### src/rtl/apb_req_arbiter_if.sv
// apb_req_arbiter_if
// Groups the requester-side and APB-side signals of apb_req_arbiter.
//   Requester side : req_valid, req_wr, req_addr, req_wdata  (to arbiter)
//                    req_done, req_err, req_rdata, busy, grant_id (from arbiter)
//   APB side       : sel, enable, write, addr, wdata           (from arbiter)
//                    ready, slverr, rdata                       (to arbiter)
// Modports:
//   master : the arbiter itself (it is the APB master)
//   slave  : the environment (requesters plus APB completer)
//
// Handshake semantics: a requester raises req_valid with stable operands and
// holds them until it sees its req_done bit; the arbiter drives the APB
// SETUP (sel=1, enable=0) then ACCESS (sel=1, enable=1) phases, and a
// transfer completes on the first ACCESS cycle with ready=1 or is aborted
// after the configured number of ACCESS wait cycles.
interface apb_req_arbiter_if #(
  parameter int NUM_REQ    = 4,
  parameter int ADDR_WIDTH = 32,
  parameter int DATA_WIDTH = 32
);
  localparam int GW = (NUM_REQ > 1) ? $clog2(NUM_REQ) : 1;

  // Requester side
  logic [NUM_REQ-1:0]            req_valid;
  logic [NUM_REQ-1:0]            req_wr;
  logic [NUM_REQ*ADDR_WIDTH-1:0] req_addr;
  logic [NUM_REQ*DATA_WIDTH-1:0] req_wdata;
  logic [NUM_REQ-1:0]            req_done;
  logic                          req_err;
  logic [DATA_WIDTH-1:0]         req_rdata;
  logic                          busy;
  logic [GW-1:0]                 grant_id;

  // APB side
  logic                          sel;
  logic                          enable;
  logic                          write;
  logic [ADDR_WIDTH-1:0]         addr;
  logic [DATA_WIDTH-1:0]         wdata;
  logic                          ready;
  logic                          slverr;
  logic [DATA_WIDTH-1:0]         rdata;

  modport master (
    input  req_valid, req_wr, req_addr, req_wdata, ready, slverr, rdata,
    output req_done, req_err, req_rdata, busy, grant_id,
           sel, enable, write, addr, wdata
  );

  modport slave (
    output req_valid, req_wr, req_addr, req_wdata, ready, slverr, rdata,
    input  req_done, req_err, req_rdata, busy, grant_id,
           sel, enable, write, addr, wdata
  );
endinterface

### src/rtl/apb_req_arbiter.sv
// apb_req_arbiter
// Round-robin arbiter and APB transfer sequencer: up to NUM_REQ local
// requesters share one APB master port. The block picks one requester per
// IDLE decision, runs SETUP/ACCESS, returns a one-hot completion pulse with
// status and read data, and aborts transfers whose completer never answers.
// Ports:
//   clk         : clock, all logic on the rising edge
//   rst         : synchronous active-high reset
//   bus         : apb_req_arbiter_if.master (requester + APB signals)
//   o_dbg_state : current FSM state (0 IDLE, 1 SETUP, 2 ACCESS)
// All outputs are registered.
module apb_req_arbiter #(
  parameter int NUM_REQ    = 4,
  parameter int ADDR_WIDTH = 32,
  parameter int DATA_WIDTH = 32,
  parameter int TIMEOUT    = 16
) (
  input  logic                     clk,
  input  logic                     rst,
  apb_req_arbiter_if.master        bus,
  output logic [1:0]               o_dbg_state
);

  localparam int GW = (NUM_REQ > 1) ? $clog2(NUM_REQ) : 1;
  // The counter only needs to reach TIMEOUT-1.
  localparam int CW = (TIMEOUT > 1) ? $clog2(TIMEOUT) : 1;

  typedef enum logic [1:0] {
    ST_IDLE   = 2'd0,
    ST_SETUP  = 2'd1,
    ST_ACCESS = 2'd2
  } state_t;

  state_t                r_state,      w_state;
  logic                  r_sel,        w_sel;
  logic                  r_enable,     w_enable;
  logic                  r_write,      w_write;
  logic [ADDR_WIDTH-1:0] r_addr,       w_addr;
  logic [DATA_WIDTH-1:0] r_wdata,      w_wdata;
  logic [NUM_REQ-1:0]    r_req_done,   w_req_done;
  logic                  r_req_err,    w_req_err;
  logic [DATA_WIDTH-1:0] r_req_rdata,  w_req_rdata;
  logic                  r_busy,       w_busy;
  logic [GW-1:0]         r_grant_id,   w_grant_id;
  logic [GW-1:0]         r_last_grant, w_last_grant;
  logic [CW-1:0]         r_wait_cnt,   w_wait_cnt;

  logic [NUM_REQ-1:0]    w_eligible;
  logic                  w_hi_found, w_lo_found, w_found;
  logic [GW-1:0]         w_hi_pick,  w_lo_pick,  w_pick;
  logic                  w_timeout_hit;

  // Round-robin pick: the lowest eligible index above last_grant wins; if
  // there is none, wrap to the lowest eligible index at or below it. The
  // descending scan leaves the lowest index of each region in its pick.
  // The requester pulsing done this cycle is masked so a finished request
  // that has not yet dropped req_valid is not granted again.
  always_comb begin
    w_eligible = bus.req_valid & ~r_req_done;
    w_hi_found = 1'b0;
    w_lo_found = 1'b0;
    w_hi_pick  = '0;
    w_lo_pick  = '0;
    for (int j = NUM_REQ - 1; j >= 0; j--) begin
      if (w_eligible[j]) begin
        if (GW'(j) > r_last_grant) begin
          w_hi_found = 1'b1;
          w_hi_pick  = GW'(j);
        end else begin
          w_lo_found = 1'b1;
          w_lo_pick  = GW'(j);
        end
      end
    end
    w_found = w_hi_found | w_lo_found;
    w_pick  = w_hi_found ? w_hi_pick : w_lo_pick;
  end

  assign w_timeout_hit = (TIMEOUT != 0) && (r_wait_cnt == CW'(TIMEOUT - 1));

  // Next-state and next-output logic. Operand registers (write/addr/wdata)
  // and req_rdata hold by default so they keep their last values between
  // transfers.
  always_comb begin
    w_state      = r_state;
    w_sel        = r_sel;
    w_enable     = r_enable;
    w_write      = r_write;
    w_addr       = r_addr;
    w_wdata      = r_wdata;
    w_req_done   = '0;
    w_req_err    = 1'b0;
    w_req_rdata  = r_req_rdata;
    w_grant_id   = r_grant_id;
    w_last_grant = r_last_grant;
    w_wait_cnt   = r_wait_cnt;

    case (r_state)
      ST_IDLE: begin
        w_sel    = 1'b0;
        w_enable = 1'b0;
        if (w_found) begin
          w_state      = ST_SETUP;
          w_sel        = 1'b1;
          w_write      = bus.req_wr[w_pick];
          w_addr       = bus.req_addr[w_pick*ADDR_WIDTH +: ADDR_WIDTH];
          w_wdata      = bus.req_wdata[w_pick*DATA_WIDTH +: DATA_WIDTH];
          w_grant_id   = w_pick;
          w_last_grant = w_pick;
          w_wait_cnt   = '0;
        end
      end

      ST_SETUP: begin
        w_state  = ST_ACCESS;
        w_sel    = 1'b1;
        w_enable = 1'b1;
      end

      ST_ACCESS: begin
        if (bus.ready) begin
          w_state                = ST_IDLE;
          w_sel                  = 1'b0;
          w_enable               = 1'b0;
          w_req_done[r_grant_id] = 1'b1;
          w_req_err              = bus.slverr;
          if (!r_write) begin
            // Errored reads return zero rather than whatever the bus carried.
            w_req_rdata = bus.slverr ? '0 : bus.rdata;
          end
        end else if (w_timeout_hit) begin
          w_state                = ST_IDLE;
          w_sel                  = 1'b0;
          w_enable               = 1'b0;
          w_req_done[r_grant_id] = 1'b1;
          w_req_err              = 1'b1;
          if (!r_write) begin
            w_req_rdata = '0;
          end
        end else if (TIMEOUT != 0) begin
          w_wait_cnt = r_wait_cnt + CW'(1);
        end
      end

      default: begin
        w_state  = ST_IDLE;
        w_sel    = 1'b0;
        w_enable = 1'b0;
      end
    endcase

    w_busy = (w_state != ST_IDLE);
  end

  // State register. last_grant resets to NUM_REQ-1 so requester 0 wins the
  // first decision after reset.
  always_ff @(posedge clk) begin
    if (rst) begin
      r_state      <= ST_IDLE;
      r_sel        <= 1'b0;
      r_enable     <= 1'b0;
      r_write      <= 1'b0;
      r_addr       <= '0;
      r_wdata      <= '0;
      r_req_done   <= '0;
      r_req_err    <= 1'b0;
      r_req_rdata  <= '0;
      r_busy       <= 1'b0;
      r_grant_id   <= '0;
      r_last_grant <= GW'(NUM_REQ - 1);
      r_wait_cnt   <= '0;
    end else begin
      r_state      <= w_state;
      r_sel        <= w_sel;
      r_enable     <= w_enable;
      r_write      <= w_write;
      r_addr       <= w_addr;
      r_wdata      <= w_wdata;
      r_req_done   <= w_req_done;
      r_req_err    <= w_req_err;
      r_req_rdata  <= w_req_rdata;
      r_busy       <= w_busy;
      r_grant_id   <= w_grant_id;
      r_last_grant <= w_last_grant;
      r_wait_cnt   <= w_wait_cnt;
    end
  end

  assign bus.sel       = r_sel;
  assign bus.enable    = r_enable;
  assign bus.write     = r_write;
  assign bus.addr      = r_addr;
  assign bus.wdata     = r_wdata;
  assign bus.req_done  = r_req_done;
  assign bus.req_err   = r_req_err;
  assign bus.req_rdata = r_req_rdata;
  assign bus.busy      = r_busy;
  assign bus.grant_id  = r_grant_id;
  assign o_dbg_state   = r_state;

endmodule

### src/flat_wrapper.sv
// flat-port wrapper written by rule: the top's interface ports become plain ports
module apb_req_arbiter_flat 
#(
  parameter int NUM_REQ    = 4,
  parameter int ADDR_WIDTH = 32,
  parameter int DATA_WIDTH = 32,
  parameter int TIMEOUT    = 16
)
  (clk, rst, o_dbg_state, bus_req_valid, bus_req_wr, bus_req_addr, bus_req_wdata, bus_ready, bus_slverr, bus_rdata, bus_req_done, bus_req_err, bus_req_rdata, bus_busy, bus_grant_id, bus_sel, bus_enable, bus_write, bus_addr, bus_wdata);
  apb_req_arbiter_if #(.NUM_REQ(NUM_REQ), .ADDR_WIDTH(ADDR_WIDTH), .DATA_WIDTH(DATA_WIDTH)) bus_i ();
  input  logic clk;
  input  logic rst;
  output logic [1:0] o_dbg_state;
  input wire logic [$bits(bus_i.req_valid)-1:0] bus_req_valid;
  input wire logic [$bits(bus_i.req_wr)-1:0] bus_req_wr;
  input wire logic [$bits(bus_i.req_addr)-1:0] bus_req_addr;
  input wire logic [$bits(bus_i.req_wdata)-1:0] bus_req_wdata;
  input wire logic [$bits(bus_i.ready)-1:0] bus_ready;
  input wire logic [$bits(bus_i.slverr)-1:0] bus_slverr;
  input wire logic [$bits(bus_i.rdata)-1:0] bus_rdata;
  output wire logic [$bits(bus_i.req_done)-1:0] bus_req_done;
  output wire logic [$bits(bus_i.req_err)-1:0] bus_req_err;
  output wire logic [$bits(bus_i.req_rdata)-1:0] bus_req_rdata;
  output wire logic [$bits(bus_i.busy)-1:0] bus_busy;
  output wire logic [$bits(bus_i.grant_id)-1:0] bus_grant_id;
  output wire logic [$bits(bus_i.sel)-1:0] bus_sel;
  output wire logic [$bits(bus_i.enable)-1:0] bus_enable;
  output wire logic [$bits(bus_i.write)-1:0] bus_write;
  output wire logic [$bits(bus_i.addr)-1:0] bus_addr;
  output wire logic [$bits(bus_i.wdata)-1:0] bus_wdata;
  assign bus_i.req_valid = bus_req_valid;
  assign bus_i.req_wr = bus_req_wr;
  assign bus_i.req_addr = bus_req_addr;
  assign bus_i.req_wdata = bus_req_wdata;
  assign bus_i.ready = bus_ready;
  assign bus_i.slverr = bus_slverr;
  assign bus_i.rdata = bus_rdata;
  assign bus_req_done = bus_i.req_done;
  assign bus_req_err = bus_i.req_err;
  assign bus_req_rdata = bus_i.req_rdata;
  assign bus_busy = bus_i.busy;
  assign bus_grant_id = bus_i.grant_id;
  assign bus_sel = bus_i.sel;
  assign bus_enable = bus_i.enable;
  assign bus_write = bus_i.write;
  assign bus_addr = bus_i.addr;
  assign bus_wdata = bus_i.wdata;
  apb_req_arbiter #(.NUM_REQ(NUM_REQ), .ADDR_WIDTH(ADDR_WIDTH), .DATA_WIDTH(DATA_WIDTH), .TIMEOUT(TIMEOUT)) u_core (.clk(clk), .rst(rst), .bus(bus_i), .o_dbg_state(o_dbg_state));
endmodule
### config.mk
export PLATFORM = sky130hd
export DESIGN_NAME = apb_req_arbiter_flat
export DESIGN_NICKNAME = d
export VERILOG_FILES = /design/src/rtl/apb_req_arbiter_if.sv /design/src/rtl/apb_req_arbiter.sv /design/src/flat_wrapper.sv
export SDC_FILE = /design/constraint.sdc
export NUM_CORES = 1
export LEC_CHECK = 0
export CAP_MARGIN = 20
export CORE_AREA = 4 4 155 157
export CTS_BUF_LIST = sky130_fd_sc_hd__clkbuf_16
export CTS_CLUSTER_DIAMETER = 30
export CTS_CLUSTER_SIZE = 8
export DETAILED_ROUTE_END_ITERATION = 8
export DIE_AREA = 0 0 159 161
export HOLD_SLACK_MARGIN = 0.02
export MAX_ROUTING_LAYER = met4
export PLACE_DENSITY = 0.74
export SETUP_SLACK_MARGIN = 0.5
export SLEW_MARGIN = 0
export SYNTH_ARGS = -nofsm -noshare
export SYNTH_HDL_FRONTEND = slang
export SYNTH_SLANG_ARGS = --single-unit
### constraint.sdc
create_clock -name clk -period 4.7 [get_ports clk]
set_input_delay 0.705 -clock clk [delete_from_list [all_inputs] [get_ports clk]]
set_output_delay 0.705 -clock clk [all_outputs]
set_load 0.02 [all_outputs]
-- After elaboration in Yosys (flattened, before gate mapping)
Index checks and enable logic that the tools add are counted.
- eq/ne operators: 7
- bitwise operators: 5
- $lt $le $gt $ge: 7
- mux-type cells: 59
- add/subtract/negate cells: 1
- reduce and logical (&&, ||, !) cells: 9
- shift operators: 2
- operators with widths (operator ; number):
    128-bit by 8-bit variable part select with 32-bit output ; 2
    32-bit two-way mux ; 5
    2-bit two-way mux ; 20
    1-bit two-way mux ; 23
    4-bit two-way mux ; 5
    4-bit case mux with 2 select lines ; 1
    2-bit by 3-bit < comparator with 1-bit output (second input constant) ; 2
    2-bit case mux with 3 select lines ; 1
    2-bit nonzero test ; 3
    4-bit by 1-bit adder with 4-bit output (second input constant) ; 1
    4-bit bitwise AND ; 1
    4-bit equality test (second input constant) ; 1
    1-bit by 2-bit greater-than comparator with 1-bit output (first input constant) ; 2
    2-bit greater-than comparator (first input constant) ; 2
    2-bit inequality test (second input constant) ; 2
    4-bit NOT ; 1
    4-bit AND reduction ; 1
    3-bit by 2-bit inequality test with 1-bit output (second input constant) ; 1
    1-bit case mux with 3 select lines ; 1
    3-bit AND reduction ; 1
    1-bit binary-select mux with 2-bit select ; 1
    1-bit demux with 2-bit select ; 1
    2-bit by 1-bit equality test with 1-bit output (second input constant) ; 1
    2-bit equality test (second input constant) ; 1
    9 further kinds ; 10
- output and inout bits: 109
- bits in registers: 115
- input port bits: 300

-- Depth between registers and ports, before layout
- depth in word-level cells: 13
- mapped depth: 9
- mapped depth without buffers: 6

-- Least setup slack after synthesis
Ideal clock, no wire load.
- path type: input -> register
- from: in bus_req_valid[2]
- to: reg u_core.r_wdata[7], in the netlist u_core.bus.wdata[7]
- path buffers: 3
- slack: 2.251 ns
- setup time: 0.138 ns
- stages: 8
- required time: 4.562 ns
- data arrival time: 2.311 ns
- cells stage by stage: nor2b_1 -> o32ai_1 -> or3_1 -> buf_2 -> buf_6 -> buf_2 -> a221oi_1 -> o32ai_1
- word-level cells in the longest chain between the ends: 8
- elaborated cells on any way between the ends: 25
- those cells by class: shift (1); mux (21); bitwise (2); reduce/logical (1)
- ends and longest elaborated chain (what ; RTL line ; source):
    start: declaration ; flat_wrapper.sv:14 ; input wire logic [$bits(bus_i.req_valid)-1:0] bus_req_valid;
    4-bit bitwise AND * ; apb_req_arbiter.sv:59 ; w_eligible = bus.req_valid & ~r_req_done;
    2-bit two-way mux / 1-bit two-way mux (equally long branches) ; apb_req_arbiter.sv:65 ; if (w_eligible[j]) begin
    2-bit two-way mux / 1-bit two-way mux (equally long branches) ; apb_req_arbiter.sv:66 ; if (GW'(j) > r_last_grant) begin
    2-bit two-way mux / 1-bit two-way mux (equally long branches) ; apb_req_arbiter.sv:65 ;
    2-bit two-way mux / 1-bit two-way mux (equally long branches) ; apb_req_arbiter.sv:66 ;
    2-bit two-way mux / 1-bit two-way mux (equally long branches) ; apb_req_arbiter.sv:65 ;
    2-bit two-way mux / 1-bit OR (equally long branches) ; apb_req_arbiter.sv:76, apb_req_arbiter.sv:75 ;
    128-bit by 8-bit variable part select with 32-bit output / 2-bit AND reduction (equally long branches) ; - ;
    end signal: assignment ; apb_req_arbiter.sv:178 ; r_wdata <= w_wdata;
    end: declaration ; apb_req_arbiter.sv:39 ; logic [DATA_WIDTH-1:0] r_wdata, w_wdata;
Every way passes the cells marked *; elsewhere a longest branch is shown, timed or not.
A chain may end at the register's enable or synchronous reset.

-- Worst setup path in the final report
- from: in bus_req_valid[1]
- to: reg u_core.r_wdata[5], in the netlist u_core.bus.wdata[5]
- word-level cells in the longest chain between the ends: 6
- elaborated cells on any way between the ends: 17
- those cells by class: shift (1); mux (13); bitwise (2); reduce/logical (1)
- ends and longest elaborated chain (what ; RTL line):
    4-bit bitwise AND * ; apb_req_arbiter.sv:59
    2-bit two-way mux / 1-bit two-way mux (equally long branches) ; apb_req_arbiter.sv:65
    2-bit two-way mux / 1-bit two-way mux (equally long branches) ; apb_req_arbiter.sv:66
    2-bit two-way mux / 1-bit two-way mux (equally long branches) ; apb_req_arbiter.sv:65
    2-bit two-way mux / 1-bit OR (equally long branches) ; apb_req_arbiter.sv:76, apb_req_arbiter.sv:75
    128-bit by 8-bit variable part select with 32-bit output / 2-bit AND reduction (equally long branches) ; -
Marked as above.

==> results.json <==
{
  "htreeDepth": 4,
  "path_clk_slew_ns": 0.06,
  "post_cts_buffers": 0,
  "ant_nets": 0,
  "drive_gt1_share_pct": 5.14,
  "cp-end-kind": "flip-flop",
  "ir_drop_mv": 0.223,
  "relSlewSlack_pct": 39.5,
  "multiInputGateArea_um2": 3680,
  "power_leakage_uw": 0.00495,
  "ios": 409,
  "top_layer_used": "met4",
  "grt-ovfl-total": 0,
  "hold_path_class": "reg2reg",
  "dr.pass1.iters": 5,
  "grt_pass1_vias": 8136,
  "drc": 0,
  "setup-violations-final": 0,
  "timing.rr.start": "u_core.r_last_grant[1]",
  "synth_commonest_cells": "134 x inv_1, 115 x dfxtp_1, 79 x clkbuf_1",
  "outcome": "completed",
  "swShare_pct": 34.8,
  "synth.cell_area_um2": 6860,
  "yosysWarnings": 0,
  "cts_tree": "built",
  "synthTopCellsByArea": "dfxtp_1 34%, o211a_1 9.5%, o32ai_1 8.4%, a221oi_1 8.3%, inv_1 7.3%",
  "rsz0062_at_grt": "no",
  "hold_path_end": "u_core.bus.req_rdata[27]",
  "period_share_pct": 69.1,
  "cts_resized": 0,
  "switchingPower_uw": 1370,
  "worstPathRequired_ns": 4.99,
  "arrival_ns": 3.54,
  "gp_congestion": 0.928,
  "postPlaceCellArea_um2": 11100,
  "pwr_density_cell_nw_per_um2": 337,
  "finalNetCount": 1495,
  "grt_usage_pct": 23.9,
  "seq_area_frac_synth_pct": 33.6,
  "synth_area_per_cell_um2": 8.04,
  "grt_max_degree": 101,
  "critPathMaxFanout": 34,
  "hold_viol_final": 0,
  "synth_edf_count": 0,
  "yosys.area.top_type_share_pct": 33.6,
  "cts_hold_buf": 0,
  "yosysTopAreaCell": "dfxtp_1",
  "fp.dieH_um": 161,
  "cp-start-kind": "input port",
  "synth_flop_cell": "dfxtp_1",
  "core_um2": 22500,
  "insertion_delay_ns": 0.42,
  "min_period_ns": 3.25,
  "vias": 8290,
  "rows": 55,
  "fill_cells": 2087,
  "crit_type": "in2reg",
  "max-cap-violations": 0,
  "wl_mm": 31.6,
  "area_growth_pct": 70.7,
  "dr_wl_met3_mm": 2.59,
  "seqPwrFrac_pct": 29.8,
  "fp.dieW_um": 159,
  "reg2regPathDepth": 7,
  "synth-seq-cells": 115,
  "cts_buffer_depth": 2,
  "fin_area_um2": 11700,
  "port_buffers": 408,
  "timing.hold.ws_ns": 0.450,
  "grt_pass1_wl_mm": 47.7,
  "r2r-end": "u_core.bus.addr[31]",
  "worstMarginPinSlew_ns": 0.905,
  "start_util_pct": 30.5,
  "synth.most_common_cell": "inv_1",
  "async_flop_share_pct": 0,
  "cts-root-buf": "clkbuf_16",
  "final-seq-area_um2": 2300,
  "die_area_um2": 25600,
  "numCtsBuffers": 17,
  "clkSinkCount": 115,
  "clkPwrFrac_pct": 32.4,
  "reg2reg_slack_ns": 1.84,
  "setup_tns_ns": 0,
  "dp_hpwl_mm": 21.9,
  "wl_per_cell_um": 21.1,
  "p_int_uw": 2570,
  "max_freq_mhz": 308,
  "syn_inst": 853,
  "antenna_found_initial": 0,
  "fin_skew_ns": 0.0173,
  "syn_nets": 1154,
  "worst_hold_startpoint": "u_core.bus.req_rdata[27]",
  "combPwrFrac_pct": 37.8,
  "drtIter0Drc": 764,
  "vias_per_cell": 5.55,
  "synthDistinctLibCells": 33,
  "maxSlewViolCount": 0,
  "min_delay_path_depth": 2,
  "drt-met1-wl_mm": 13.2,
  "met2_length_mm": 15.0
}
per-layer routing:
metal | up-vias | track usage (%)
met5 | - | -
met4 | 0 | 7.18
met3 | 44 | 7.27
met2 | 417 | 37.5
met1 | 3961 | 29.8
li1 | 3868 | -
layout by cell type, fill, tap and decap left out, types with 2 or more instances in the layout:
cell type / n
nor2b_1: 5
buf_4: 12
clkinvlp_4: 3
nand2b_1: 4
clkbuf_16: 17
a211oi_1: 3
buf_12: 3
or3_1: 2
o31ai_1: 65
o32ai_1: 65
dfxtp_1: 115
xnor2_1: 2
a221oi_1: 65
o211a_1: 65
nor2b_2: 2
clkdlybuf4s50_1: 408
and3_1: 67
nor3_1: 3
buf_16: 2
a21oi_1: 41
nand2_1: 42
inv_1: 134
inv_6: 6
nor2_1: 14
inv_8: 2
a31oi_1: 3
nand3_1: 33
power groups by stage:
stage	logic [µW]	registers [µW]	clock network [µW]
finish	1490	1180	1270
detailed placement	1470	1190	0
global route	1590	1190	1350
floorplan	674	1320	0
CTS	1480	1170	1310
global placement	1460	1190	0
critical path, cell delays in order:
cell             delay (ns)
clkdlybuf4s50_1        0.50
nor2b_1                0.47
nand3_2                0.62
buf_4                  0.49
and3_1                 0.21
a221oi_1               0.35
o32ai_1                0.14
cell type report:
type                    count  area share (%)
diodes                      1          0.0214
multi-input cells         501            31.4
clock inverters            15            1.24
flip-flops and latches    115            19.7
repair buffers            425            36.7
clock buffers              17            3.64
inverters                 134            4.30
well taps                 285            3.05
cells by family after synthesis:
group,after synthesis,synth area share [%]
flip-flops,115,33.6
AND/OR/NAND/NOR,183,14.2
AO/OA/AOI/OAI,315,37.8
buffers and inverters,237,14.0
adder cells (fa/ha/maj),1,0.182
XOR/XNOR,2,0.256
how the worst max path moves through the flow:
stage / startpoint / end / depth (start not counted)
6_report: bus_req_valid[1] / u_core.bus.wdata[5] / 7
5_1_grt: bus_req_valid[2] / u_core.bus.addr[24] / 8
4_1_cts: bus_req_valid[3] / u_core.bus.write / 7
3_5_place_dp: bus_req_valid[3] / u_core.bus.addr[31] / 7
3_3_place_gp: bus_req_valid[3] / u_core.bus.wdata[16] / 7
2_1_floorplan: bus_req_valid[2] / u_core.bus.wdata[7] / 8
metrics by stage:
stage	instances	util [%]	power, µW	worst slack [ns]
2_1_floorplan	853	-	1990	2.25
3_3_place_gp	1458	49.2	2650	0.874
3_5_place_dp	1458	49.2	2660	0.818
4_1_cts	1490	51.7	3960	1.27
5_1_grt	1492	52.0	4130	1.36
6_report	1493	52.0	3940	1.45
sequential cells by signal, indices dropped and copies added, names as in the netlist:
signal	cells
u_core.bus.wdata	32
u_core.bus.busy	1
u_core.bus.req_err	1
u_core.bus.req_rdata	32
u_core.bus.write	1
u_core.bus.grant_id	2
u_core.bus.sel	1
u_core.r_wait_cnt	4
u_core.o_dbg_state	2
u_core.bus.addr	32
u_core.r_last_grant	2
u_core.bus.req_done	4
u_core.bus.enable	1
Power figures use the tool's default switching activity.
